`src/rtl/mmio_console_pkg.sv`:
```
// Shared constants and types for the MMIO console responder.
package mmio_console_pkg;

  // Bus addresses decoded by the console (full-word match).
  localparam logic [31:0] MMIO_PRINT_ADDR  = 32'h1000_0000;
  localparam logic [31:0] MMIO_DONE_ADDR   = 32'h1000_0004;
  localparam logic [31:0] MMIO_STATUS_ADDR = 32'h1000_0008;

  // STATUS register bit positions.
  localparam int STATUS_DONE_BIT     = 0;
  localparam int STATUS_OVF_BIT      = 1;
  localparam int STATUS_NOT_FULL_BIT = 2;
  localparam int STATUS_COUNT_LSB    = 8;
  localparam int STATUS_COUNT_MSB    = 15;

  // Console life cycle: accept prints, drain after DONE, then halt.
  typedef enum logic [1:0] {
    RUN   = 2'd0,
    DRAIN = 2'd1,
    HALT  = 2'd2
  } console_state_e;

endpackage

```
`src/rtl/mmio_console_sync_fifo.sv`:
```
// Synchronous FIFO with extra-MSB pointers; a push into a full FIFO is
// accepted only when a pop happens in the same cycle.
module mmio_console_sync_fifo #(
  parameter int WIDTH = 32,
  parameter int DEPTH = 8
) (
  input  logic                       clk,
  input  logic                       rst,
  input  logic                       push_i,
  input  logic [WIDTH-1:0]           push_data_i,
  input  logic                       pop_i,
  output logic [WIDTH-1:0]           pop_data_o,
  output logic                       full_o,
  output logic                       empty_o,
  output logic [$clog2(DEPTH):0]     count_o
);

  localparam int AW = $clog2(DEPTH);

  logic [AW:0]      wr_q, wr_d;
  logic [AW:0]      rd_q, rd_d;
  logic [WIDTH-1:0] mem_q [DEPTH];
  logic             push_ok;
  logic             pop_ok;

  assign count_o = wr_q - rd_q;
  assign empty_o = (wr_q == rd_q);
  assign full_o  = (count_o == (AW+1)'(DEPTH));
  assign pop_ok  = pop_i & ~empty_o;
  assign push_ok = push_i & (~full_o | pop_ok);

  // Head word is forced to zero while empty so stale storage never shows.
  assign pop_data_o = empty_o ? '0 : mem_q[rd_q[AW-1:0]];

  // Pointer advance for accepted pushes and pops.
  always_comb begin
    wr_d = wr_q;
    rd_d = rd_q;
    if (push_ok) begin
      wr_d = wr_q + {{AW{1'b0}}, 1'b1};
    end else begin
      wr_d = wr_q;
    end
    if (pop_ok) begin
      rd_d = rd_q + {{AW{1'b0}}, 1'b1};
    end else begin
      rd_d = rd_q;
    end
  end

  // Pointer registers.
  always_ff @(posedge clk) begin
    if (rst) begin
      wr_q <= '0;
      rd_q <= '0;
    end else begin
      wr_q <= wr_d;
      rd_q <= rd_d;
    end
  end

  // Storage write; contents need no reset because reads are gated by empty.
  always_ff @(posedge clk) begin
    if (!rst && push_ok) begin
      mem_q[wr_q[AW-1:0]] <= push_data_i;
    end
  end

endmodule

```
`src/rtl/mmio_console.sv`:
```
// CPU-side MMIO console: decodes PRINT/DONE/STATUS, buffers PRINT words
// onto a valid/ready stream and reports completion once everything drained.
module mmio_console
  import mmio_console_pkg::*;
#(
  parameter int XLEN  = 32,
  parameter int DEPTH = 8
) (
  input  logic            clk,
  input  logic            rst,
  input  logic [XLEN-1:0] memory_address,
  input  logic            memory_write_enable,
  input  logic [XLEN-1:0] memory_write_data,
  input  logic            memory_read_enable,
  output logic [XLEN-1:0] memory_read_data,
  output logic            mmio_hit,
  output logic            out_valid,
  output logic [XLEN-1:0] out_data,
  input  logic            out_ready,
  output logic            done_o,
  output logic [XLEN-1:0] exit_code
);

  localparam int AW = $clog2(DEPTH);

  localparam logic [XLEN-1:0] PRINT_A  = XLEN'(MMIO_PRINT_ADDR);
  localparam logic [XLEN-1:0] DONE_A   = XLEN'(MMIO_DONE_ADDR);
  localparam logic [XLEN-1:0] STATUS_A = XLEN'(MMIO_STATUS_ADDR);

  console_state_e  state_q, state_d;
  logic [XLEN-1:0] exit_q, exit_d;
  logic            ovf_q, ovf_d;

  logic            print_hit, done_hit, status_hit;
  logic            print_store, done_store, status_store;
  logic            fifo_full, fifo_empty, pop;
  logic [AW:0]     fifo_count;
  logic [XLEN-1:0] status_word;

  assign print_hit  = (memory_address == PRINT_A);
  assign done_hit   = (memory_address == DONE_A);
  assign status_hit = (memory_address == STATUS_A);
  assign mmio_hit   = print_hit | done_hit | status_hit;

  // PRINT and DONE only act while running; STATUS clears work in any state.
  assign print_store  = memory_write_enable & print_hit  & (state_q == RUN);
  assign done_store   = memory_write_enable & done_hit   & (state_q == RUN);
  assign status_store = memory_write_enable & status_hit;

  assign out_valid = ~fifo_empty;
  assign pop       = out_valid & out_ready;

  mmio_console_sync_fifo #(
    .WIDTH (XLEN),
    .DEPTH (DEPTH)
  ) u_fifo (
    .clk         (clk),
    .rst         (rst),
    .push_i      (print_store),
    .push_data_i (memory_write_data),
    .pop_i       (pop),
    .pop_data_o  (out_data),
    .full_o      (fifo_full),
    .empty_o     (fifo_empty),
    .count_o     (fifo_count)
  );

  // Next state, exit-code capture and sticky overflow flag.
  always_comb begin
    state_d = state_q;
    exit_d  = exit_q;
    ovf_d   = ovf_q;
    case (state_q)
      RUN: begin
        if (done_store) begin
          state_d = DRAIN;
          exit_d  = memory_write_data;
        end else begin
          state_d = RUN;
        end
      end
      DRAIN: begin
        if (fifo_empty) begin
          state_d = HALT;
        end else begin
          state_d = DRAIN;
        end
      end
      HALT:    state_d = HALT;
      default: state_d = RUN;
    endcase
    if (status_store && memory_write_data[STATUS_OVF_BIT]) begin
      ovf_d = 1'b0;
    end else if (print_store && fifo_full && !pop) begin
      ovf_d = 1'b1;
    end else begin
      ovf_d = ovf_q;
    end
  end

  // Control registers.
  always_ff @(posedge clk) begin
    if (rst) begin
      state_q <= RUN;
      exit_q  <= '0;
      ovf_q   <= 1'b0;
    end else begin
      state_q <= state_d;
      exit_q  <= exit_d;
      ovf_q   <= ovf_d;
    end
  end

  assign done_o    = (state_q == HALT);
  assign exit_code = exit_q;

  // Load data: STATUS is assembled from registers, PRINT/DONE read as zero.
  always_comb begin
    status_word = '0;
    status_word[STATUS_DONE_BIT]     = done_o;
    status_word[STATUS_OVF_BIT]      = ovf_q;
    status_word[STATUS_NOT_FULL_BIT] = ~fifo_full;
    status_word[STATUS_COUNT_MSB:STATUS_COUNT_LSB] = 8'(fifo_count);
    if (memory_read_enable && status_hit) begin
      memory_read_data = status_word;
    end else begin
      memory_read_data = '0;
    end
  end

endmodule

```
`config.mk`:
```
export PLATFORM = sky130hd
export DESIGN_NAME = mmio_console
export DESIGN_NICKNAME = d
export VERILOG_FILES = /design/src/rtl/mmio_console_pkg.sv /design/src/rtl/mmio_console_sync_fifo.sv /design/src/rtl/mmio_console.sv
export SDC_FILE = /design/constraint.sdc
export NUM_CORES = 1
export LEC_CHECK = 0
export ABC_AREA = 1
export BUFFER_PORTS_ARGS = -buffer_cell sky130_fd_sc_hd__buf_2
export CORE_MARGIN = 5
export CORE_UTILIZATION = 45
export DETAILED_ROUTE_END_ITERATION = 10
export PLACE_DENSITY = 0.65
export REMOVE_ABC_BUFFERS = 1
export SKIP_CTS_REPAIR_TIMING = 1
export SLEW_MARGIN = 20
export SYNTH_ARGS = -nofsm -noshare
export SYNTH_HDL_FRONTEND = slang
export SYNTH_SLANG_ARGS = --single-unit
```
`constraint.sdc`:
```
create_clock -name clk -period 4.9 [get_ports clk]
set_clock_uncertainty 0.2 [all_clocks]
set_input_delay 0.245 -clock clk [delete_from_list [all_inputs] [get_ports clk]]
set_output_delay 0.245 -clock clk [all_outputs]
set_load 0.01 [all_outputs]
```
==> metrics.txt <==
Fill cells around 2,400; Sink Count between 300 and 400; total negative slack 0 ps; Mean Syn Cell Area roughly 11 sq um; multi-input logic area roughly 3300 sq um; core region area roughly 28,000 sq um; WS Path Type register to register; Final Cycle Share 0.723; hold_sp memory_address[3]; I/O pin cnt between 150 and 200; # port buffers ~140; final instance area 14,800 sq um; Final setup viols 0; CP max stage delay 640 ps; RR Endpoint u_fifo.mem_q[3][30]; simple-gate share of the synthesized area 0.146; Initial Utilization 0.453; Critical Path AT approximately 3600 ps; post-synth cell types 34; FMAX 282 MHz; die area between 30,000 and 40,000 sq um; antenna-violating nets left 0; TritonCTS clock tree built; Post-DP Area 13,400 sq um; critical path's top delay family simple AND/OR/NAND/NOR gates; Post-Syn Area about 13,000 sq um; Inserted Clock Buffers 31; Endpoint, Worst Hold ovf_q; final WL around 29 mm; first-pass GRT wire length between 40 and 50 mm; drt pass-1 iters 5; RSZ-0062 raised after global routing no; Mapped Cells about 1,100; Root Driver clkbuf_16; mux cell area share after synthesis 0; Reg2Reg Setup Slack ~1400 ps; Area Growth Syn to Fin 18.0%; via/cell ratio 5.14; gpl congestion 0.778; vias in the first global route around 8,200; worst ir drop on vdd roughly 240 uV; Synth Area in XOR/XNOR 0.000700; Final nets 1,341; flops & latches, synth just over 300; slowest CP cell nor2_4; worst path required time 4930 ps; # DRC 0; largest family of logic cells by synthesized area simple AND/OR/NAND/NOR gates; Adder-Cell Fraction of Synth Area 0.00660; GR Overflow Total 0; Register Area between 8000 and 9000 sq um; status complete, no violations; Leakage about 5.4 nW; CP Launch Type register; most frequent cells in the layout nor2_1, edfxtp_1, buf_2; Yosys warning total 0; CP bufs+invs 4; Final Max Tran Viols 0; largest net degree at the start of global routing roughly 100; R2R cell count 12; Slew @ Worst Pin ~1000 ps; layout cell share with drive strength beyond 1 0.178; Max-cap violations 0; worst min path class input pin to register; DP HPWL ~16 mm; PwrDens ~370 nW/um^2; H-tree levels 1; final worst path period need ~3500 ps; Util after Layout 0.534; ant diodes 0; initial antenna violation count 2; die height 177 um; Clk pin slew, worst setup/hold paths around 60 ps; Max clock buf depth 3; row count approximately 60; DR iter-0 viols approximately 610; Final Hold Viols 0; worst slew margin relative to its limit 0.306; sequence of cells on the critical path inv_1 -> ha_1 -> nand2_1 -> inv_1 -> nand3_4 -> nand2_4 -> nand3_4 -> inv_4 -> nor2_8 -> nand3_2 -> nor2_4 -> buf_4; Power, Total 5.47 mW; CP endpoint kind register; most common cell after layout, fill and taps aside nor2_1; RR Startpoint u_fifo.rd_q[2]; post-synthesis compound-gate area fraction 0.102; via count around 8,600; sequential-to-total area share from yosys stat 0.688; CP Max Fanout 36; DR WL/cell around 17 um; GRT Total Usage 0.176; Die Wd 177 um; Clk Latency, worst-skew pair roughly 540 ps; worst hold path cell count 6
## kinds of logic after synthesis
| kind of cell | count (synthesis) |
|---|---|
| flops | 302 |
| xor+xnor | 1 |
| fa+ha+maj | 6 |
| buf+inv | 139 |
| simple gates | 448 |
| compound gates | 208 |
| other cells | 1 |
## worst max-delay path by stage
stage | from | to | slack (ps) | depth (start not counted)
global route | u_fifo.rd_q[2] | u_fifo.mem_q[3][22] | 1110 | 12
detailed placement | u_fifo.rd_q[1] | u_fifo.mem_q[1][24] | 1360 | 12
finish | u_fifo.rd_q[2] | u_fifo.mem_q[3][30] | 1360 | 12
CTS | u_fifo.rd_q[2] | u_fifo.mem_q[3][18] | 1340 | 12
global placement | u_fifo.rd_q[1] | u_fifo.mem_q[1][25] | 1440 | 12
floorplan | register | out_data[10] | 320 | 5
## routing by layer
layer | share of wire | track usage
met1 | 0.44 | 0.243
met5 | 0 | 0
met2 | 0.47 | 0.292
met3 | 0.074 | 0.0359
met4 | 0.014 | 0.0377
## state kept, by name (all words and copies together) (netlist names), named ones only
signal,flops
u_fifo.mem_q,256
exit_code,32
u_fifo.rd_q,4
u_fifo.wr_q,4
state_q,2
ovf_q,1
## synthesized netlist by cell type
library cell,count,area share
buf_2,15,0.0060
buf_4,31,0.019
conb_1,1,0.00030
nor2_2,5,0.0025
buf_1,2,0.00060
nand3_1,15,0.0060
o32ai_1,64,0.045
nand3_2,1,0.00080
nor3_1,2,0.00080
nand4_1,3,0.0015
fa_1,1,0.0016
nor2_8,1,0.0016
nand3_4,3,0.0042
nand4_2,1,0.0010
inv_1,46,0.014
inv_2,5,0.0015
xnor2_1,1,0.00070
nor2_1,369,0.11
o21ai_0,112,0.045
nand3b_1,1,0.00060
clkbuf_2,3,0.0012
inv_4,1,0.00050
a21oi_1,8,0.0032
dfxtp_1,46,0.074
clkbuf_1,30,0.0090
and3_1,1,0.00050
nor2_4,1,0.00090
buf_6,6,0.0054
ha_1,5,0.0050
nand2_1,41,0.012
edfxtp_1,256,0.61
o21ai_1,24,0.0096
nand2_4,1,0.00090
nand2_2,3,0.0015
## worst min-delay path: cells and delay by family
kind | cells | cell delay, ps
AND/OR/NAND/NOR | 5 | 370
buffers and inverters | 1 | 100
## cell type report
class,count,area share
inverter,52,0.0136
clock inverter,12,0.00398
multi-input combinational,688,0.227
tap,378,0.0320
sequential,302,0.584
clock buffer,43,0.0576
timing repair buffer,191,0.0825
## power by group
part	switching [mW]	internal (mW)
combinational	0.339	0.192
clock	0.914	1.20
sequential	0.0381	2.79
total	1.29	4.18
## metrics by stage
step                      instances  hold slack (ps)  setup slack, ps
after floorplan                1042              114              316
after global placement         1573              256             1440
after detailed placement       1573              266             1360
after CTS                      1628             -297             1340
after global routing           1666             61.9             1110
final                          1666             8.42             1360
Note: power is estimated with default switching activity, not from simulation.
